===== config.mk =====
export PLATFORM = sky130hd
export DESIGN_NAME = dec3to8_seq_flat
export DESIGN_NICKNAME = d
export VERILOG_FILES = /design/src/rtl/dec3to8_seq_if.sv /design/src/rtl/dec3to8_seq.sv /design/src/flat_wrapper.sv
export SDC_FILE = /design/constraint.sdc
export NUM_CORES = 1
export LEC_CHECK = 0
export ABC_AREA = 1
export BUFFER_PORTS_ARGS = -buffer_cell sky130_fd_sc_hd__buf_2
export CAP_MARGIN = 20
export CORE_UTILIZATION = 62
export CTS_CLUSTER_SIZE = 12
export DETAILED_ROUTE_END_ITERATION = 7
export PLACE_DENSITY = 0.82
export SLEW_MARGIN = 20
export SYNTH_ARGS = -nofsm -noshare
export SYNTH_HDL_FRONTEND = slang
export SYNTH_SLANG_ARGS = --single-unit

===== constraint.sdc =====
create_clock -name clk -period 3.4 [get_ports clk]
set_input_delay 0.34 -clock clk [delete_from_list [all_inputs] [get_ports clk]]
set_output_delay 0.34 -clock clk [all_outputs]
set_load 0.005 [all_outputs]

===== src/rtl/dec3to8_seq_if.sv =====
// rtl/dec3to8_seq_if.sv - code handshake channel for the 3-to-8 decoder
interface dec3to8_seq_if;
  logic [2:0] a;
  logic       a_valid;
  logic       a_ready;

  modport master (output a, output a_valid, input a_ready);
  modport slave  (input a, input a_valid, output a_ready);
endinterface


===== src/rtl/dec3to8_seq.sv =====
// rtl/dec3to8_seq.sv - registered handshaked 3-to-8 one-hot decoder with scan sweep
module dec3to8_seq #(
  parameter int unsigned HOLD = 4,
  parameter int unsigned GAP  = 1
) (
  input  logic               clk,
  input  logic               rst_n,
  input  logic               en,
  input  logic               scan,
  dec3to8_seq_if.slave       code_if,
  output logic [7:0]         y,
  output logic               busy,
  output logic               done,
  output logic               last
);

  localparam logic [7:0] HOLD_M1 = 8'(HOLD - 1);
  localparam logic [7:0] GAP_M1  = 8'(GAP - 1);

  typedef enum logic [1:0] {
    S_IDLE = 2'd0,
    S_HOLD = 2'd1,
    S_GAP  = 2'd2
  } state_e;

  state_e     state_q, state_d;
  logic [2:0] code_q, code_d;
  logic [7:0] cnt_q, cnt_d;
  logic       scanning_q, scanning_d;
  logic [7:0] y_q, y_d;
  logic       busy_q, busy_d;
  logic       done_q, done_d;
  logic       last_q, last_d;

  // Accepting only happens in IDLE, so ready is purely a function of state and enable.
  assign code_if.a_ready = (state_q == S_IDLE) && en;

  assign y    = y_q;
  assign busy = busy_q;
  assign done = done_q;
  assign last = last_q;

  // Next-state and next-output computation; done/last are single-cycle pulses by default.
  always_comb begin
    state_d    = state_q;
    code_d     = code_q;
    cnt_d      = cnt_q;
    scanning_d = scanning_q;
    y_d        = y_q;
    done_d     = 1'b0;
    last_d     = 1'b0;

    if (!en) begin
      // Abort: drop everything without reporting completion.
      state_d    = S_IDLE;
      y_d        = 8'h00;
      scanning_d = 1'b0;
    end else begin
      unique case (state_q)
        S_IDLE: begin
          if (scan) begin
            // Scan takes priority; a concurrent code is dropped.
            code_d     = 3'd0;
            scanning_d = 1'b1;
            y_d        = 8'h01;
            cnt_d      = HOLD_M1;
            state_d    = S_HOLD;
          end else if (code_if.a_valid) begin
            code_d     = code_if.a;
            scanning_d = 1'b0;
            y_d        = 8'd1 << code_if.a;
            cnt_d      = HOLD_M1;
            state_d    = S_HOLD;
          end
        end

        S_HOLD: begin
          if (cnt_q != 8'd0) begin
            cnt_d = cnt_q - 8'd1;
          end else begin
            y_d    = 8'h00;
            done_d = 1'b1;
            if (scanning_q && (code_q == 3'd7)) begin
              last_d     = 1'b1;
              scanning_d = 1'b0;
              state_d    = S_IDLE;
            end else if (scanning_q) begin
              code_d = code_q + 3'd1;
              if (GAP != 0) begin
                cnt_d   = GAP_M1;
                state_d = S_GAP;
              end else begin
                // Back-to-back codes: the next line replaces the old one directly.
                y_d   = 8'd1 << (code_q + 3'd1);
                cnt_d = HOLD_M1;
              end
            end else begin
              state_d = S_IDLE;
            end
          end
        end

        S_GAP: begin
          y_d = 8'h00;
          if (cnt_q == 8'd0) begin
            y_d     = 8'd1 << code_q;
            cnt_d   = HOLD_M1;
            state_d = S_HOLD;
          end else begin
            cnt_d = cnt_q - 8'd1;
          end
        end

        default: begin
          state_d    = S_IDLE;
          y_d        = 8'h00;
          scanning_d = 1'b0;
        end
      endcase
    end

    busy_d = (state_d != S_IDLE);
  end

  // State and output registers; reset clears y without waiting for a clock edge.
  always_ff @(posedge clk or negedge rst_n) begin
    if (!rst_n) begin
      state_q    <= S_IDLE;
      code_q     <= 3'd0;
      cnt_q      <= 8'd0;
      scanning_q <= 1'b0;
      y_q        <= 8'h00;
      busy_q     <= 1'b0;
      done_q     <= 1'b0;
      last_q     <= 1'b0;
    end else begin
      state_q    <= state_d;
      code_q     <= code_d;
      cnt_q      <= cnt_d;
      scanning_q <= scanning_d;
      y_q        <= y_d;
      busy_q     <= busy_d;
      done_q     <= done_d;
      last_q     <= last_d;
    end
  end

endmodule


===== src/flat_wrapper.sv =====
// flat-port wrapper written by rule: the top's interface ports become plain ports
module dec3to8_seq_flat 
#(
  parameter int unsigned HOLD = 4,
  parameter int unsigned GAP  = 1
)
  (clk, rst_n, en, scan, y, busy, done, last, code_if_a, code_if_a_valid, code_if_a_ready);
  dec3to8_seq_if code_if_i ();
  input  logic clk;
  input  logic rst_n;
  input  logic en;
  input  logic scan;
  output logic [7:0] y;
  output logic busy;
  output logic done;
  output logic last;
  input wire logic [$bits(code_if_i.a)-1:0] code_if_a;
  input wire logic [$bits(code_if_i.a_valid)-1:0] code_if_a_valid;
  output wire logic [$bits(code_if_i.a_ready)-1:0] code_if_a_ready;
  assign code_if_i.a = code_if_a;
  assign code_if_i.a_valid = code_if_a_valid;
  assign code_if_a_ready = code_if_i.a_ready;
  dec3to8_seq #(.HOLD(HOLD), .GAP(GAP)) u_core (.clk(clk), .rst_n(rst_n), .en(en), .scan(scan), .code_if(code_if_i), .y(y), .busy(busy), .done(done), .last(last));
endmodule

==> metrics.yaml <==
global_route:
  grtUsageTotal_pct: 24.5
  grt_pass1_wl_um: 6080
  grt_pass1_vias: 1364
  antenna_found_initial: 0
  grt_max_degree: 26
  overflow: 0
sta:
  rsz0062_at_grt: "no"
  tns_ns: 0
  tightest_slew_ns: 0.553
  slew-limit-headroom_pct: 63.1
  slew_violations: 0
  final.period_utilization_pct: 56.6
  max_freq_mhz: 519
  hold_viol: 0
  timing.hold.ws_ns: 0.312
  final-setup-viol-count: 0
  finalCriticalPeriod_ns: 1.93
  skew_ns: 0.00373
synth:
  synth_cell_types: 34
  ys_seq_elements: 25
  synth_fp_nets: 256
  avgSynthCellArea_um2: 7.44
  netlist_area_um2: 1760
  yosysSeqAreaShare_pct: 35.6
  postSynthCellCount: 236
  synth_compound_gate_area_share_pct: 8.83
  synth-simple-area-share_pct: 37.9
  yosysWarnings: 0
  synthAdderAreaFrac_pct: 8.55
  synth.area.mux_share_pct: 0
  synth_top_family_by_area: "simple AND/OR/NAND/NOR gates"
  synthXorXnorAreaFrac_pct: 0.499
clock_tree:
  clock_latency_ns: 0.32
  clk_pin_slew_ns: 0.15
  cts_root_buf: "clkbuf_4"
  cts_buffers: 3
  cts_tree: "done"
  clock_sinks: 25
  cts_resized: 0
  cts_max_level: 1
  clock_path_buffers: 2
route:
  firstDrtPassIters: 4
  ant_nets: 0
  vias: 1510
  vias_per_cell: 5.26
  first_iter_violations: 67
  route.detailed.drc: 0
  wire_per_inst_um: 12.3
  drt_wl_total_um: 3540
setup_path:
  critical_path_arrival_ns: 2.16
  critPathKind: "register to register"
  required_ns: 3.63
  critPathCaptureType: "register"
  critical_path.max_fanout: 10
  start_kind: "register"
power_and_ir_drop:
  cellInternalPower_w: 0.000464
  clkPwrFrac_pct: 18.2
  p_seq_share_pct: 48.2
  comb_power_share_pct: 33.6
  power_density_nw_per_um2: 401
  peakVddDrop_mv: 0.331
  switching_share_pct: 39.5
  p_total_w: 0.000766
  p_leak_nw: 1.07
  p_switching_w: 0.000302
worst_hold_path:
  min_path_type: "input port to register"
floorplanning:
  die_w_um: 55.2
  initial_core_util_pct: 68.4
  die-area_um2: 3050
  die-height_um: 55.2
  io_pins: 20
  fp-row-count: 18
  core_um2: 2570
final_layout:
  fillers: 235
  finish.utilization_pct: 74.4
  regArea_um2: 626
  antenna_cells: 0
  final_cells: 287
  drive_above_1_share_pct: 17.5
  final_nets: 278
  multi_input_area_um2: 980
  syn_to_final_growth_pct: 8.69
placed_design:
  portBuffers: 19
  dp_hpwl_um: 2710
  dpl.cell_count: 282
  gp_congestion: 0.885
run_status:
  outcome: "finished, final reports clean"
flow_run:
  maxCapViolations: 0
## critical path, stage by stage, from the launching register on
cell and delay, ns:
dfrtp_1 0.45, inv_1 0.11, ha_1 0.40, clkinv_1 0.36, o21ai_2 0.28, nand2_1 0.11, nand2_1 0.08, nand2_1 0.05
## logic make-up after synthesis
group | Yosys count
compound gates | 24
xor+xnor | 1
fa+ha+maj | 12
buf+inv | 37
flops | 25
simple gates | 137
## cells in the mapped netlist
master    number  area (µm²)
nand3_1       22         110
o22ai_1        2        12.5
o31ai_1        3        22.5
nand3_4        1        17.5
buf_6          1        11.3
nor2_4         2        22.5
ha_1          12         150
nand4_1        7        43.8
nor2_8         1        20.0
inv_2          1        3.75
buf_2          1        5.00
clkbuf_1       1        3.75
nor2_1        12        45.0
o211ai_1       1        7.51
nor2_2         3        18.8
inv_1         30         113
or2_4          1        8.76
a21oi_2        2        17.5
and3_1         1        6.26
nand2_1       78         293
clkinv_1       1        3.75
dfrtp_1       25         626
or3_1          1        6.26
o21ai_0        8        40.0
nand2_2        2        12.5
inv_4          1        6.26
xor2_1         1        8.76
a21oi_1        5        25.0
clkinv_2       1        5.00
a21oi_4        1        16.3
o21ai_2        1        8.76
nand2_4        5        56.3
nor3_1         1        5.00
o21ai_1        1        5.00
## flip-flops by register name, summed over array words and instances, names as in the netlist
| register | flops |
|---|---|
| u_core.scanning_q | 1 |
| u_core.y | 8 |
| u_core.cnt_q | 8 |
| u_core.code_q | 3 |
| u_core.state_q | 2 |
| u_core.done | 1 |
| u_core.busy | 1 |
| u_core.last | 1 |
## area by class of cell
class / instances / area share, %
multi-input cells: 174 / 51.3
clock inverters: 1 / 0.393
repair buffers: 20 / 5.50
clock buffers: 3 / 1.18
flip-flops and latches: 25 / 32.8
inverters: 34 / 6.88
well taps: 30 / 1.97
## power groups by stage
stage               Sequential (W)  Clock (W)  Combinational (W)
finish                    0.000369   0.000139           0.000258
global route              0.000373   0.000156           0.000297
CTS                       0.000369   0.000145           0.000257
detailed placement        0.000375          0           0.000255
global placement          0.000371          0           0.000252
floorplan                 0.000363          0           0.000198
## cells in the final DEF, fill, tap and decap left out, drive strengths merged, types with 2 or more instances in the layout
| cell | instances |
|---|---|
| nand2 | 85 |
| inv | 32 |
| dfrtp | 25 |
| nand3 | 23 |
| buf | 19 |
| nor2 | 18 |
| ha | 12 |
| o21ai | 10 |
| a21oi | 8 |
| nand4 | 7 |
| o31ai | 3 |
| clkbuf | 3 |
| o22ai | 2 |
| clkinv | 2 |
## path summary, 6_finish.rpt
check	cells after the start	startpoint	slack [ns]	endpoint
min in group asynchronous	2	rst_n	0.52	u_core.cnt_q[6]
max in group asynchronous	2	rst_n	2.52	u_core.cnt_q[3]
worst min register to register	2	u_core.y[5]	0.49	u_core.y[5]
worst min-delay path	3	en	0.31	u_core.done
worst max register to register	7	u_core.state_q[1]	1.47	u_core.code_q[2]
worst max-delay path	7	u_core.state_q[1]	1.47	u_core.code_q[2]
## layer usage
metal | share of wire [%] | vias to the layer above | track usage, %
li1 | - | 798 | -
met1 | 50 | 676 | 35.8
met2 | 45 | 32 | 39.4
met3 | 4.2 | 4 | 3.51
met4 | 0.57 | 0 | 3.93
met5 | 0 | - | 0
## timing repair
| action | in CTS | in global routing |
|---|---|---|
| hold endpoints to repair | 12 | 0 |
| buffers inserted | 0 | 0 |
| hold buffers | 1 | 0 |
## per-stage QoR
step,instance area (µm²),worst slack (ns)
after floorplan,1760,1.83
after global placement,1870,1.59
after detailed placement,1870,1.53
after CTS,1910,1.52
after global routing,1910,1.27
final,1910,1.47
Note: power is estimated with default switching activity, not from simulation.
